--- src/rtl/multicycle_controller_if.sv ---
// Controller <-> multicycle datapath bundle.
// master : controller side (takes IR/flags/address bits, drives selects and strobes)
// slave  : datapath side (mirror of master)
// Instr[31:12] instruction register, ALUFlags NZCV, AddrLo ALU result[1:0],
// PCWrite/AdrSrc/MemWrite/IRWrite/RegWrite/ResultSrc/ALUSrcA/ALUSrcB/ImmSrc/
// RegSrc/ALUControl datapath controls, be byte enables, state_o debug state.
interface multicycle_controller_if #(
  parameter int ALU_W = 2
);
  logic [31:12]      Instr;
  logic [3:0]        ALUFlags;
  logic [1:0]        AddrLo;
  logic              PCWrite;
  logic              AdrSrc;
  logic              MemWrite;
  logic              IRWrite;
  logic              RegWrite;
  logic [1:0]        ResultSrc;
  logic              ALUSrcA;
  logic [1:0]        ALUSrcB;
  logic [1:0]        ImmSrc;
  logic [1:0]        RegSrc;
  logic [ALU_W-1:0]  ALUControl;
  logic [3:0]        be;
  logic [3:0]        state_o;

  modport master (
    input  Instr, ALUFlags, AddrLo,
    output PCWrite, AdrSrc, MemWrite, IRWrite, RegWrite, ResultSrc,
           ALUSrcA, ALUSrcB, ImmSrc, RegSrc, ALUControl, be, state_o
  );

  modport slave (
    output Instr, ALUFlags, AddrLo,
    input  PCWrite, AdrSrc, MemWrite, IRWrite, RegWrite, ResultSrc,
           ALUSrcA, ALUSrcB, ImmSrc, RegSrc, ALUControl, be, state_o
  );
endinterface

--- src/rtl/multicycle_controller.sv ---
// Multicycle ARM controller: Moore FSM sequencing fetch/decode, memory,
// data-processing and branch instructions; holds NZCV and evaluates Cond.
// Ports: clk, reset (sync, active high), bus (multicycle_controller_if.master).
// ALUControl: 0 ADD, 1 SUB, 2 AND, 3 ORR, 4 EOR (EOR/CMP only when ALU_W=3).
module multicycle_controller #(
  parameter int ALU_W   = 2,
  parameter int BYTE_EN = 1
) (
  input  logic clk,
  input  logic reset,
  multicycle_controller_if.master bus
);
  typedef enum logic [3:0] {
    FETCH = 4'd0, DECODE = 4'd1, MEMADR = 4'd2, MEMRD = 4'd3, MEMWB = 4'd4,
    MEMWR = 4'd5, EXECR = 4'd6, EXECI = 4'd7, ALUWB = 4'd8, BRANCH = 4'd9,
    UNKNOWN = 4'd15
  } state_t;

  localparam logic [ALU_W-1:0] OP_ADD = ALU_W'(0);
  localparam logic [ALU_W-1:0] OP_SUB = ALU_W'(1);
  localparam logic [ALU_W-1:0] OP_AND = ALU_W'(2);
  localparam logic [ALU_W-1:0] OP_ORR = ALU_W'(3);
  localparam logic [ALU_W-1:0] OP_EOR = ALU_W'(4);

  state_t state, state_nxt;
  logic [3:0] flags;

  logic [3:0] cond, cmd;
  logic [1:0] op;
  logic i_bit, s_bit, b_bit;
  assign cond  = bus.Instr[31:28];
  assign op    = bus.Instr[27:26];
  assign i_bit = bus.Instr[25];
  assign cmd   = bus.Instr[24:21];
  assign b_bit = bus.Instr[22];
  assign s_bit = bus.Instr[20];   // S for data-processing, L for memory

  logic unused_ok;
  assign unused_ok = ^bus.Instr[19:12];

  // Data-processing decode; unsupported commands leave cmd_ok low so the
  // instruction degrades to a no-op.
  logic cmd_ok, cmd_logic, cmd_cmp;
  logic [ALU_W-1:0] alu_dp;
  always_comb begin
    cmd_ok = 1'b1; cmd_logic = 1'b0; cmd_cmp = 1'b0; alu_dp = OP_ADD;
    case (cmd)
      4'b0100: alu_dp = OP_ADD;
      4'b0010: alu_dp = OP_SUB;
      4'b0000: begin alu_dp = OP_AND; cmd_logic = 1'b1; end
      4'b1100: begin alu_dp = OP_ORR; cmd_logic = 1'b1; end
      4'b0001: if (ALU_W == 3) begin alu_dp = OP_EOR; cmd_logic = 1'b1; end
               else cmd_ok = 1'b0;
      4'b1010: if (ALU_W == 3) begin alu_dp = OP_SUB; cmd_cmp = 1'b1; end
               else cmd_ok = 1'b0;
      default: cmd_ok = 1'b0;
    endcase
  end

  // CondEx reads the live flag register, so a conditional flag-setting
  // instruction is re-evaluated against its own new flags in ALUWB.
  logic n, z, c, v, cond_ex;
  assign {n, z, c, v} = flags;
  always_comb begin
    case (cond)
      4'h0: cond_ex = z;
      4'h1: cond_ex = ~z;
      4'h2: cond_ex = c;
      4'h3: cond_ex = ~c;
      4'h4: cond_ex = n;
      4'h5: cond_ex = ~n;
      4'h6: cond_ex = v;
      4'h7: cond_ex = ~v;
      4'h8: cond_ex = c & ~z;
      4'h9: cond_ex = ~c | z;
      4'hA: cond_ex = (n == v);
      4'hB: cond_ex = (n != v);
      4'hC: cond_ex = ~z & (n == v);
      4'hD: cond_ex = z | (n != v);
      4'hE: cond_ex = 1'b1;
      default: cond_ex = 1'b0;
    endcase
  end

  logic exec, flag_we_nz, flag_we_cv;
  assign exec       = (state == EXECR) || (state == EXECI);
  assign flag_we_nz = exec && s_bit && cond_ex && cmd_ok;
  assign flag_we_cv = flag_we_nz && !cmd_logic;

  always_ff @(posedge clk) begin
    if (reset) flags <= 4'b0000;
    else begin
      if (flag_we_nz) flags[3:2] <= bus.ALUFlags[3:2];
      if (flag_we_cv) flags[1:0] <= bus.ALUFlags[1:0];
    end
  end

  // State register
  always_ff @(posedge clk) begin
    if (reset) state <= FETCH;
    else       state <= state_nxt;
  end

  // Next state
  always_comb begin
    state_nxt = FETCH;
    case (state)
      FETCH:  state_nxt = DECODE;
      DECODE:
        case (op)
          2'b01:   state_nxt = MEMADR;
          2'b00:   state_nxt = i_bit ? EXECI : EXECR;
          2'b10:   state_nxt = BRANCH;
          default: state_nxt = UNKNOWN;
        endcase
      MEMADR: state_nxt = s_bit ? MEMRD : MEMWR;
      MEMRD:  state_nxt = MEMWB;
      EXECR, EXECI: state_nxt = ALUWB;
      default: state_nxt = FETCH;
    endcase
  end

  // Outputs
  logic pc_write, adr_src, mem_write, ir_write, reg_write, alu_src_a;
  logic [1:0] result_src, alu_src_b;
  logic [ALU_W-1:0] alu_ctl;
  logic [3:0] be_r, be_acc;
  assign be_acc = ((BYTE_EN != 0) && b_bit) ? (4'b0001 << bus.AddrLo) : 4'b1111;

  always_comb begin
    pc_write = 1'b0; adr_src = 1'b0; mem_write = 1'b0; ir_write = 1'b0;
    reg_write = 1'b0; alu_src_a = 1'b0; result_src = 2'b00; alu_src_b = 2'b00;
    alu_ctl = OP_ADD; be_r = 4'b1111;
    case (state)
      FETCH:  begin
        ir_write = 1'b1; alu_src_a = 1'b1; alu_src_b = 2'b10;
        result_src = 2'b10; pc_write = 1'b1;
      end
      DECODE: begin alu_src_a = 1'b1; alu_src_b = 2'b10; result_src = 2'b10; end
      MEMADR: alu_src_b = 2'b01;
      MEMRD:  begin adr_src = 1'b1; be_r = be_acc; end
      MEMWB:  begin result_src = 2'b01; reg_write = cond_ex; end
      MEMWR:  begin adr_src = 1'b1; mem_write = cond_ex; be_r = be_acc; end
      EXECR:  alu_ctl = alu_dp;
      EXECI:  begin alu_src_b = 2'b01; alu_ctl = alu_dp; end
      ALUWB:  reg_write = cond_ex && cmd_ok && !cmd_cmp;
      BRANCH: begin alu_src_b = 2'b01; result_src = 2'b10; pc_write = cond_ex; end
      default: ;
    endcase
  end

  // Strobes are squashed combinationally so nothing is written in a reset cycle.
  assign bus.PCWrite    = pc_write  & ~reset;
  assign bus.MemWrite   = mem_write & ~reset;
  assign bus.IRWrite    = ir_write  & ~reset;
  assign bus.RegWrite   = reg_write & ~reset;
  assign bus.AdrSrc     = adr_src;
  assign bus.ResultSrc  = result_src;
  assign bus.ALUSrcA    = alu_src_a;
  assign bus.ALUSrcB    = alu_src_b;
  assign bus.ALUControl = alu_ctl;
  assign bus.ImmSrc     = op;
  assign bus.RegSrc     = {op == 2'b01, op == 2'b10};
  assign bus.be         = be_r;
  assign bus.state_o    = state;
endmodule

--- src/flat_wrapper.sv ---
// flat-port wrapper written by rule: the top's interface ports become plain ports
module multicycle_controller_flat 
#(
  parameter int ALU_W   = 2,
  parameter int BYTE_EN = 1
)
  (clk, reset, bus_Instr, bus_ALUFlags, bus_AddrLo, bus_PCWrite, bus_AdrSrc, bus_MemWrite, bus_IRWrite, bus_RegWrite, bus_ResultSrc, bus_ALUSrcA, bus_ALUSrcB, bus_ImmSrc, bus_RegSrc, bus_ALUControl, bus_be, bus_state_o);
  multicycle_controller_if #(.ALU_W(ALU_W)) bus_i ();
  input  logic clk;
  input  logic reset;
  input wire logic [$bits(bus_i.Instr)-1:0] bus_Instr;
  input wire logic [$bits(bus_i.ALUFlags)-1:0] bus_ALUFlags;
  input wire logic [$bits(bus_i.AddrLo)-1:0] bus_AddrLo;
  output wire logic [$bits(bus_i.PCWrite)-1:0] bus_PCWrite;
  output wire logic [$bits(bus_i.AdrSrc)-1:0] bus_AdrSrc;
  output wire logic [$bits(bus_i.MemWrite)-1:0] bus_MemWrite;
  output wire logic [$bits(bus_i.IRWrite)-1:0] bus_IRWrite;
  output wire logic [$bits(bus_i.RegWrite)-1:0] bus_RegWrite;
  output wire logic [$bits(bus_i.ResultSrc)-1:0] bus_ResultSrc;
  output wire logic [$bits(bus_i.ALUSrcA)-1:0] bus_ALUSrcA;
  output wire logic [$bits(bus_i.ALUSrcB)-1:0] bus_ALUSrcB;
  output wire logic [$bits(bus_i.ImmSrc)-1:0] bus_ImmSrc;
  output wire logic [$bits(bus_i.RegSrc)-1:0] bus_RegSrc;
  output wire logic [$bits(bus_i.ALUControl)-1:0] bus_ALUControl;
  output wire logic [$bits(bus_i.be)-1:0] bus_be;
  output wire logic [$bits(bus_i.state_o)-1:0] bus_state_o;
  assign bus_i.Instr = bus_Instr;
  assign bus_i.ALUFlags = bus_ALUFlags;
  assign bus_i.AddrLo = bus_AddrLo;
  assign bus_PCWrite = bus_i.PCWrite;
  assign bus_AdrSrc = bus_i.AdrSrc;
  assign bus_MemWrite = bus_i.MemWrite;
  assign bus_IRWrite = bus_i.IRWrite;
  assign bus_RegWrite = bus_i.RegWrite;
  assign bus_ResultSrc = bus_i.ResultSrc;
  assign bus_ALUSrcA = bus_i.ALUSrcA;
  assign bus_ALUSrcB = bus_i.ALUSrcB;
  assign bus_ImmSrc = bus_i.ImmSrc;
  assign bus_RegSrc = bus_i.RegSrc;
  assign bus_ALUControl = bus_i.ALUControl;
  assign bus_be = bus_i.be;
  assign bus_state_o = bus_i.state_o;
  multicycle_controller #(.ALU_W(ALU_W), .BYTE_EN(BYTE_EN)) u_core (.clk(clk), .reset(reset), .bus(bus_i));
endmodule
--- config.mk ---
export PLATFORM = sky130hd
export DESIGN_NAME = multicycle_controller_flat
export DESIGN_NICKNAME = d
export VERILOG_FILES = /design/src/rtl/multicycle_controller_if.sv /design/src/rtl/multicycle_controller.sv /design/src/flat_wrapper.sv
export SDC_FILE = /design/constraint.sdc
export NUM_CORES = 1
export LEC_CHECK = 0
export ABC_AREA = 0
export ABC_CLOCK_PERIOD_IN_PS = 2200
export CORE_AREA = 10 10 63 65
export CTS_BUF_LIST = sky130_fd_sc_hd__clkbuf_4 sky130_fd_sc_hd__clkbuf_8
export DETAILED_ROUTE_END_ITERATION = 6
export DIE_AREA = 0 0 73 75
export PLACE_DENSITY = 0.74
export SETUP_SLACK_MARGIN = 0.4
export SYNTH_ARGS = -nofsm -noshare
export SYNTH_HDL_FRONTEND = slang
export SYNTH_SLANG_ARGS = --single-unit
--- constraint.sdc ---
create_clock -name clk -period 2.2 [get_ports clk]
set_clock_uncertainty 0.1 [all_clocks]
set_input_delay 0.55 -clock clk [delete_from_list [all_inputs] [get_ports clk]]
set_output_delay 0.55 -clock clk [all_outputs]
set_load 0.05 [all_outputs]
* Word-level counts from Yosys, hierarchy flattened *
Index checks and enable logic that the tools add are counted.
Widths: inputs -> output; s select.

storage, ports and cells
  input bits = 28
  output and inout bits = 24
  register bits after elaboration = 8
  logic and storage cells = 84

operators by class
  bitwise gates (word level) = 13
  muxes and demuxes = 19
  shift-type cells = 1
  reduce and logical (&&, ||, !) cells = 18
  equality and inequality tests = 30

operators by type and width
  kind                 count
  $eq 4x4->1 const B   10
  $eq 4x3->1 const B   9
  $eq 4x2->1 const B   5
  $pmux 4 s5           1
  $pmux 1 s15          1
  $logic_not 4->1      3
  $pmux 4 s3           1
  $eq 4x1->1 const B   2
  $mux 4               2
  $pmux 2 s2           2
  $reduce_or 2->1      4
  $mux 1               7
  $and 1x1->1          6
  $pmux 2 s3           1
  $reduce_or 3->1      2
  $logic_and 1x1->1    5
  $not 1->1            5
  $pmux 1 s2           2
  $reduce_or 4->1      1
  $shl 1x2->4 const A  1
  $mux 3               1
  $eq 2x1->1 const B   1
  $eq 2x2->1 const B   1
  $logic_not 2->1      1
  other kinds (6)      7

* Logic depth before layout (Yosys ltp) *
Gate-level depths: netlist of run 1.

  depth in word-level cells = 6
  depth in mapped cells = 6
  gate-level depth less buffers = 6

* Worst setup path before layout of run 1 *
OpenSTA, ideal clock, no wires.

  path type = reg-to-output
  start = reg u_core.state[0], in the netlist u_core.bus.state_o[0]
  end = out bus_be[0]
  cell stages (with the launch flop) = 6
  arrival time = 2978 ps
  required time = 1550 ps
  slack = -1428 ps
  cell sequence = dfxtp_1 > clkbuf_1 > inv_1 > nor3_1 > and2_1 > o21ai_0

between the ends
  longest elaborated chain between the ends = 3
  elaborated cells between the ends (all ways) = 4
  those cells by class = eq/ne (2); mux (1); reduce/logical (1)

ends and longest elaborated chain
  what                                             line                          text
  start, declared                                  multicycle_controller.sv:25   state_t state, state_nxt;
  start signal, assigned                           multicycle_controller.sv:101  else state <= state_nxt;
  $eq 4x2->1 / $eq 4x3->1 (equally long branches)  multicycle_controller.sv:134  case (state)
  $reduce_or 2->1 (no source line) *               --
  $mux 4 *                                         multicycle_controller.sv:134
  end, declared                                    flat_wrapper.sv:25            output wire logic [$bits(bus_i.be)-1:0] bus_be;

Mark *: on every way between the ends. The rest lies on a longest branch, timed or not.

* Worst setup path in the final report of run 1 *
  start = in bus_Instr[17]
  end = out bus_MemWrite

between the ends
  longest elaborated chain between the ends = 4
  elaborated cells between the ends (all ways) = 18
  those cells by class = eq/ne (14); mux (2); bitwise (1); reduce/logical (1)

ends and longest elaborated chain
  what                                line                          text
  start, declared                     flat_wrapper.sv:11            input wire logic [$bits(bus_i.Instr)-1:0] bus_Instr;
  $eq 4x4->1 (tied with other cells)  multicycle_controller.sv:65   case (cond)
  $pmux 1 s15 *                       multicycle_controller.sv:65
  $mux 1 *                            multicycle_controller.sv:134
  $and 1x1->1 *                       multicycle_controller.sv:154  assign bus.MemWrite = mem_write & ~reset;
  end, declared                       flat_wrapper.sv:16            output wire logic [$bits(bus_i.MemWrite)-1:0] bus_MemWrite;

Marked as above.

==> results.yml, run 1 <==
run_status:
  status: "complete, but fails checks"
  violations: "setup timing"
route:
  wire_per_inst_um: 19.4
  routed-via-count: 1304
  drtAntennaViolNets: 0
  firstDrtPassIters: 4
  routed_wl_um: 4650
  first_iter_violations: 60
  vias_per_cell: 5.43
  drc_errors: 0
critical_path:
  cp-start-kind: "primary input"
  cp-endpoint: "bus_MemWrite"
  cpPeakStageDelay_ns: 0.38
  reg2reg_depth: 6
  regToRegEndpoint: "u_core.flags[0]"
  critical_path_required_ns: 1.55
  r2r_slack_ns: 0.28
  crit_fanout: 3
  path_class: "primary input to output pin"
  crit_path_top_delay_cell: "or3b_4"
  critPathArrivalTime_ns: 1.95
  r2r-start: "u_core.bus.state_o[2]"
  endpoint_kind: "output pin"
  startpoint: "bus_Instr[17]"
  cp_cell_sequence: "buf_8 -> buf_6 -> nor3b_4 -> a211oi_2 -> or3b_4 -> and3_4 -> nor3_4 -> buf_12"
sta:
  tns_ns: -1.11
  timing.final.ws_setup_ns: -0.402
  slew_viol_final: 0
  fmax_mhz: 384
  setup_viol: 3
  layout_min_cycle_time_ns: 2.60
  finalCritPeriodShare: 1.18
  relSlewSlack: 0.798
  rsz0062_at_grt: "yes"
  worst_pin_slew_ns: 0.302
  hold_violations: 0
clock_tree:
  cts_tree: "done"
  clock-root-buffer: "clkbuf_4"
  cts.path.max_buffers: 2
  cts.clk_slew.worst_paths_ns: 0.06
  clk_latency_ns: 0.28
  cts_buffers: 3
  cts_sinks: 8
  holdBufCountCts: 0
  htreeDepth: 1
yosys:
  netlist_area_um2: 970
  yosysTopAreaCell: "dfxtp_1"
  synth.net_count: 158
  synth_seq_area_share: 0.165
  synthTopCellsByCount: "10 x nand2b_1, 10 x nor2_1, 9 x inv_1, 9 x nor3_1, 8 x dfxtp_1"
  synth_area_leaders: "dfxtp_1 17%, nand2b_1 6.5%, ha_1 5.2%, mux2i_1 5.2%, nor3_1 4.6%"
  synth-edff-count: 0
  synth_top_area_share: 0.165
  synth_ff_type: "dfxtp_1"
  postSynthCellCount: 126
  synthArstFlopShare: 0
  ys_types: 45
  syn_area_per_cell_um2: 7.70
  yosysWarnings: 0
  ys_seq_elements: 8
worst_hold_path:
  worstHoldPathType: "flop to flop"
  whs_path_depth: 1
floorplan:
  rows: 19
  io_pins: 52
  start_util: 0.358
  fp.dieH_um: 75
  dieWidth_um: 73
  core-area_um2: 2710
  dieArea_um2: 5480
placement:
  dp_cells: 219
  placed_cell_area_um2: 2010
  globalplace.congestion: 0.845
  io_buffers: 43
  dp_hpwl_um: 2880
grt:
  grt.total_usage: 0.155
  grt_max_degree: 12
  grt_antenna_before_repair: 0
  grt-ovfl-total: 0
  grt_pass1_wl_um: 6890
  grt_pass1_vias: 1326
power_and_ir_drop:
  ir_worst_vdd_mv: 0.563
  pwr_density_cell_nw_per_um2: 421
  leakage_nw: 0.985
cells_and_area:
  drive_above_1_share: 0.699
  layout.cells.non_filler: 240
  area_delta_synth_final_pct: 141
  n_antenna_cell: 0
  fin_nets: 242
  fin_area_um2: 2330
job:
  drv_cap: 0
state kept, by name, summed over array words and instances, names as in the netlist:
register,cells
u_core.bus.state_o,4
u_core.flags,4
metrics by stage:
step / setup WS [ns] / total power [W] / util / hold WS [ns]
5_1_grt: -0.442 / 0.00103 / 0.861 / 0.408
2_1_floorplan: -0.325 / 0.000516 / - / 0.380
6_report: -0.402 / 0.000984 / 0.861 / 0.392
3_5_place_dp: -0.860 / 0.000728 / 0.742 / 0.355
4_1_cts: -0.437 / 0.000941 / 0.836 / 0.370
3_3_place_gp: -0.846 / 0.000718 / 0.742 / 0.352
cell type report:
cell class / instances / area, µm²
Tap cell: 31 / 38.8
Multi-Input combinational cell: 98 / 1070
Inverter: 9 / 33.8
Timing Repair Buffer: 90 / 982
Sequential cell: 8 / 178
Fill cell: 123 / 375
Clock buffer: 4 / 30.0
cell usage in the layout (no fill, tap or decap), types with 3 or more instances in the layout:
master	count
buf_12	18
clkdlybuf4s50_1	7
inv_2	4
nand2_1	4
nand2b_1	10
mux2i_1	4
nor3_1	4
nor2_1	7
nor3_4	5
buf_2	7
dfxtp_4	4
clkbuf_4	4
buf_4	37
o21ai_4	4
buf_8	3
buf_6	16
inv_1	5
and4bb_2	3
cell families (layout without fill, tap and decap cells):
family          Yosys count  count (layout)  synth area share
xor+xnor                  4               4            0.0361
simple gates             60              60             0.397
fa+ha+maj                 4               4            0.0516
compound gates           25              25             0.197
buf+inv                  20             103             0.101
mux                       5               5            0.0516
flops                     8               8             0.165
metal layers:
| metal | global-route usage | routed length (µm) |
|---|---|---|
| met1 | 0.163 | 1680 |
| met2 | 0.289 | 2580 |
| met3 | 0.0381 | 253 |
| met4 | 0.0612 | 137 |
| met5 | 0 | 0 |
timing repair:
item / 4_1_cts / 5_1_grt
setup endpoints to repair: 27 / 22
gates resized for setup: 84 / 12
pin swaps: 22 / 11
buffers inserted: 12 / 5
critical path: cells and delay by family:
kind / cells / cell delay, ns
AO/OA/AOI/OAI: 1 / 0.07
buffers and inverters: 3 / 0.37
AND/OR/NAND/NOR: 4 / 0.94
worst min path at each step:
stage / from / end / slack (ns)
after floorplan: u_core.flags[1] / u_core.flags[1] / 0.38
after global placement: u_core.bus.state_o[3] / u_core.bus.state_o[3] / 0.35
after detailed placement: u_core.bus.state_o[3] / u_core.bus.state_o[3] / 0.35
after CTS: u_core.bus.state_o[3] / u_core.bus.state_o[3] / 0.37
after global routing: u_core.bus.state_o[3] / u_core.bus.state_o[3] / 0.41
final: u_core.bus.state_o[3] / u_core.bus.state_o[3] / 0.39
report_power, final:
| part | internal, W | switching [W] | total [W] |
|---|---|---|---|
| Clock | 0.0000825 | 0.0000663 | 0.000149 |
| Sequential | 0.000154 | 0.0000127 | 0.000166 |
| Combinational | 0.000318 | 0.000351 | 0.000669 |
| Total | 0.000554 | 0.000430 | 0.000984 |
Note: power is estimated with default switching activity, not from simulation.
==> run 2, diff against run 1 <==
--- a/config.mk
+++ b/config.mk
@@ -11,6 +11,7 @@
 export CTS_BUF_LIST = sky130_fd_sc_hd__clkbuf_4 sky130_fd_sc_hd__clkbuf_8
 export DETAILED_ROUTE_END_ITERATION = 6
 export DIE_AREA = 0 0 73 75
+export MAX_ROUTING_LAYER = met4
 export PLACE_DENSITY = 0.74
 export SETUP_SLACK_MARGIN = 0.4
 export SYNTH_ARGS = -nofsm -noshare
==> results.yml, run 2 (same netlist as run 1, synthesis figures left out) <==
run_status:
  status: "complete, but fails checks"
  violations: "setup timing"
clock_tree:
  htreeDepth: 1
  cts.clk_slew.worst_paths_ns: 0.06
  cts_sinks: 8
  cts_tree: "done"
  clock-root-buffer: "clkbuf_4"
  holdBufCountCts: 0
  cts_buffers: 3
  clk_latency_ns: 0.26
  cts.path.max_buffers: 2
sta:
  fmax_mhz: 390
  finalCritPeriodShare: 1.17
  rsz0062_at_grt: "yes"
  hold_violations: 0
  timing.hold.ws_ns: 0.374
  relSlewSlack: 0.815
  slew_viol_final: 0
  worst_pin_slew_ns: 0.275
  layout_min_cycle_time_ns: 2.57
  timing.final.ws_setup_ns: -0.365
  setup_viol: 3
  tns_ns: -0.996
power_and_ir_drop:
  leakage_nw: 0.971
  pwr_density_cell_nw_per_um2: 414
  power_w: 0.000965
  ir_worst_vdd_mv: 0.525
route:
  vias_per_cell: 5.52
  routed-via-count: 1308
  first_iter_violations: 119
  drtAntennaViolNets: 0
  wire_per_inst_um: 19.4
  routed_wl_um: 4590
  firstDrtPassIters: 4
  drc_errors: 0
critical_path:
  cp_cell_sequence: "buf_8 -> buf_6 -> nor3b_4 -> a211oi_2 -> or3b_4 -> and3_4 -> nor3_4 -> buf_12"
  cp-start-kind: "primary input"
  cpPeakStageDelay_ns: 0.38
  path_class: "primary input to output pin"
  crit_fanout: 3
  crit_path_top_delay_cell: "or3b_4"
  critPathArrivalTime_ns: 1.92
  critical_path_required_ns: 1.55
  endpoint_kind: "output pin"
cells_and_area:
  fin_nets: 239
  final_util: 0.861
  final_cell_mix: "34 x buf_4, 18 x buf_12, 16 x buf_6"
  n_antenna_cell: 0
  fillers: 135
  final_common_cell: "buf_4"
  area_delta_synth_final_pct: 141
  drive_above_1_share: 0.704
  regArea_um2: 180
  multi_input_area_um2: 1080
grt:
  grt_max_degree: 12
  use_met3: 0.0434
  use_met2: 0.304
  met1_usage: 0.163
  grt-ovfl-total: 0
  grt_pass1_wl_um: 7270
  grt.total_usage: 0.172
  grt_antenna_before_repair: 0
  top_usage_layer: "met2"
  grt_pass1_vias: 1417
floorplan:
  start_util: 0.358
  io_pins: 52
  fp.dieH_um: 75
  core-area_um2: 2710
  dieWidth_um: 73
  rows: 19
  dieArea_um2: 5480
job:
  drv_cap: 0
placement:
  globalplace.congestion: 0.842
  io_buffers: 43
  dp_slack_ns: -0.883
  dp_hpwl_um: 3140
worst_hold_path:
  worstHoldPathType: "flop to flop"
run 2: stage by stage:
stage | area, µm² | cells
3_5_place_dp | 2010 | 219
5_1_grt | 2330 | 237
2_1_floorplan | 1290 | 126
6_report | 2330 | 237
4_1_cts | 2250 | 233
3_3_place_gp | 2010 | 219
run 2: path summary, 6_finish.rpt:
path / cells after the start / end / slack, ns / startpoint
min: 1 / u_core.bus.state_o[3] / 0.37 / u_core.bus.state_o[3]
max: 8 / bus_MemWrite / -0.37 / bus_Instr[17]
min reg2reg: 1 / u_core.bus.state_o[3] / 0.37 / u_core.bus.state_o[3]
max reg2reg: 6 / u_core.flags[0] / 0.28 / u_core.bus.state_o[2]
run 2: repair_timing:
item | 4_1_cts | 5_1_grt
pin swaps | 22 | 17
buffers inserted | 10 | 4
setup endpoints to repair | 27 | 22
gates resized for setup | 86 | 19
run 2: cell type report:
class | instances | area share
Tap cell | 31 | 0.0166
Clock buffer | 4 | 0.0129
Inverter | 9 | 0.0145
Multi-Input combinational cell | 98 | 0.463
Sequential cell | 8 | 0.0773
Timing Repair Buffer | 87 | 0.416
run 2: metal layers:
layer	wire length (µm)	vias up	share of wire
met5	0	-	0
met2	2480	57	0.54
met4	201	0	0.044
met1	1700	623	0.37
li1	-	609	-
met3	209	19	0.046
run 2: where the power goes:
| part | switching [W] | leakage [nW] | total (W) | internal (W) |
|---|---|---|---|---|
| logic | 0.000350 | 0.883 | 0.000663 | 0.000312 |
| clock network | 0.0000544 | 0.0184 | 0.000136 | 0.0000820 |
| registers | 0.0000131 | 0.0691 | 0.000166 | 0.000153 |
| total | 0.000418 | 0.971 | 0.000965 | 0.000547 |
run 2: worst max-delay path: cells and delay by family:
family / cells / cell delay (ns)
compound gates: 1 / 0.05
buf+inv: 3 / 0.38
simple gates: 4 / 0.93
==> run 3, diff against run 2 <==
--- a/config.mk
+++ b/config.mk
@@ -7,13 +7,16 @@
 export LEC_CHECK = 0
 export ABC_AREA = 0
 export ABC_CLOCK_PERIOD_IN_PS = 2200
-export CORE_AREA = 10 10 63 65
+export CELL_PAD_IN_SITES_DETAIL_PLACEMENT = 1
+export CELL_PAD_IN_SITES_GLOBAL_PLACEMENT = 1
+export CORE_AREA = 10 10 74 76
 export CTS_BUF_LIST = sky130_fd_sc_hd__clkbuf_4 sky130_fd_sc_hd__clkbuf_8
 export DETAILED_ROUTE_END_ITERATION = 6
-export DIE_AREA = 0 0 73 75
+export DIE_AREA = 0 0 84 86
 export MAX_ROUTING_LAYER = met4
 export PLACE_DENSITY = 0.74
 export SETUP_SLACK_MARGIN = 0.4
+export SKIP_CTS_REPAIR_TIMING = 1
 export SYNTH_ARGS = -nofsm -noshare
 export SYNTH_HDL_FRONTEND = slang
 export SYNTH_SLANG_ARGS = --single-unit
==> results.yml, run 3 (same netlist as run 1, synthesis figures left out) <==
run_status:
  status: "complete, but fails checks"
  violations: "setup timing"
power_and_ir_drop:
  switchingPower_w: 0.000435
  leakage_nw: 1.09
  power_w: 0.00107
  pwr-share-clk: 0.168
  switching_share: 0.408
  combPwrFrac: 0.669
  seq_power_share: 0.162
  internal_power_w: 0.000631
  ir_worst_vdd_mv: 0.304
  pwr_density_cell_nw_per_um2: 426
sta:
  timing.final.ws_setup_ns: -0.457
  rsz0062_at_grt: "yes"
  fmax_mhz: 376
  layout_min_cycle_time_ns: 2.66
  relSlewSlack: 0.800
  hold_violations: 0
  worst_pin_slew_ns: 0.299
  slew_viol_final: 0
  setup_viol: 3
  finalCritPeriodShare: 1.21
critical_path:
  cp-endpoint: "bus_MemWrite"
  reg2reg_depth: 7
  critical_path_required_ns: 1.55
  critPathArrivalTime_ns: 2.01
  endpoint_kind: "output pin"
  r2r_slack_ns: 0.18
  regToRegEndpoint: "u_core.flags[1]"
  crit_fanout: 3
  r2r-start: "u_core.bus.state_o[2]"
  cp-start-kind: "primary input"
  path_class: "primary input to output pin"
  startpoint: "bus_Instr[17]"
floorplan:
  fp.dieH_um: 86
  dieWidth_um: 84
  io_pins: 52
  dieArea_um2: 7220
  core-area_um2: 3970
  rows: 23
  start_util: 0.244
grt:
  grt_max_degree: 15
  grt-ovfl-total: 0
  grt_pass1_wl_um: 6620
  grt_pass1_vias: 1335
  grt_antenna_before_repair: 0
  grt.total_usage: 0.113
cells_and_area:
  drive_above_1_share: 0.700
  layout.cells.non_filler: 267
  fin_nets: 251
  final_common_cell: "buf_4"
  area_delta_synth_final_pct: 158
  final_cell_mix: "39 x buf_4, 20 x buf_6, 19 x buf_12"
  fin_area_um2: 2500
  fillers: 428
  n_antenna_cell: 0
clock_tree:
  cts_buffers: 3
  cts.path.max_buffers: 2
  cts_tree: "done"
  htreeDepth: 1
  cts_sinks: 8
  clock-root-buffer: "clkbuf_8"
  clk_latency_ns: 0.23
  cts.clk_slew.worst_paths_ns: 0.04
route:
  firstDrtPassIters: 4
  drc_errors: 0
  drtAntennaViolNets: 0
  wire_per_inst_um: 19.0
  routed_wl_um: 5080
  vias_per_cell: 5.01
  routed-via-count: 1339
  first_iter_violations: 54
placement:
  dp_cells: 240
  dp_slack_ns: -0.873
  placed_cell_area_um2: 2050
  globalplace.congestion: 0.806
  dp_hpwl_um: 3530
  io_buffers: 43
job:
  drv_cap: 0
worst_hold_path:
  worstHoldPathType: "flop to flop"
## run 3: changes by cell type in the layout (fill, tap and decap cells not counted), moves of 3 or more
cell and delta:
dlymetal6s2s_1 +5, buf_4 +5, clkbuf_8 +3, clkbuf_4 -4
buf_6 +4, buf_2 -5, clkbuf_2 +3
## run 3: power groups by stage
stage / logic (W) / clock network [W] / registers, W
detailed placement: 0.000558 / 0 / 0.000182
floorplan: 0.000325 / 0 / 0.000190
global placement: 0.000542 / 0 / 0.000181
global route: 0.000749 / 0.000192 / 0.000174
CTS: 0.000560 / 0.000184 / 0.000179
finish: 0.000714 / 0.000180 / 0.000173
## run 3: routing by layer
metal,global-route usage,vias to the layer above,routed length [µm]
met5,-,-,0
met4,0.0244,0,46
met2,0.217,36,2810
li1,-,626,-
met3,0.0218,5,127
met1,0.114,672,2100
## run 3: final cells by class
cell class,count,area [µm²],share of cell area
timing repair buffer,99,1120,0.448
multi-input combinational,98,1060,0.425
sequential,8,178,0.0711
tap,50,62.6,0.0250
clock buffer,3,41.3,0.0165
inverter,9,33.8,0.0135
## run 3: metrics by stage
stage               TNS [ns]   util  hold slack (ns)
floorplan              -1.33      -            0.380
global placement       -4.91  0.516            0.452
detailed placement     -5.78  0.516            0.470
CTS                    -4.92  0.527            0.478
global route           -1.49  0.629            0.494
finish                 -1.33  0.629            0.431
## run 3: how the worst min path moves through the flow
stage,start,to,slack [ns],depth (start not counted)
6_report,u_core.flags[0],u_core.flags[0],0.43,2
5_1_grt,u_core.flags[0],u_core.flags[0],0.49,2
4_1_cts,u_core.flags[0],u_core.flags[0],0.48,2
3_5_place_dp,u_core.flags[0],u_core.flags[0],0.47,2
3_3_place_gp,u_core.flags[0],u_core.flags[0],0.45,2
2_1_floorplan,u_core.flags[1],u_core.flags[1],0.38,2
## run 3: worst max-delay path, stage by stage
cell	delay (ns)
buf_8	0.11
buf_6	0.11
nor3b_2	0.19
a211oi_2	0.05
or3b_4	0.40
and3_4	0.18
nor3_4	0.25
buf_12	0.17
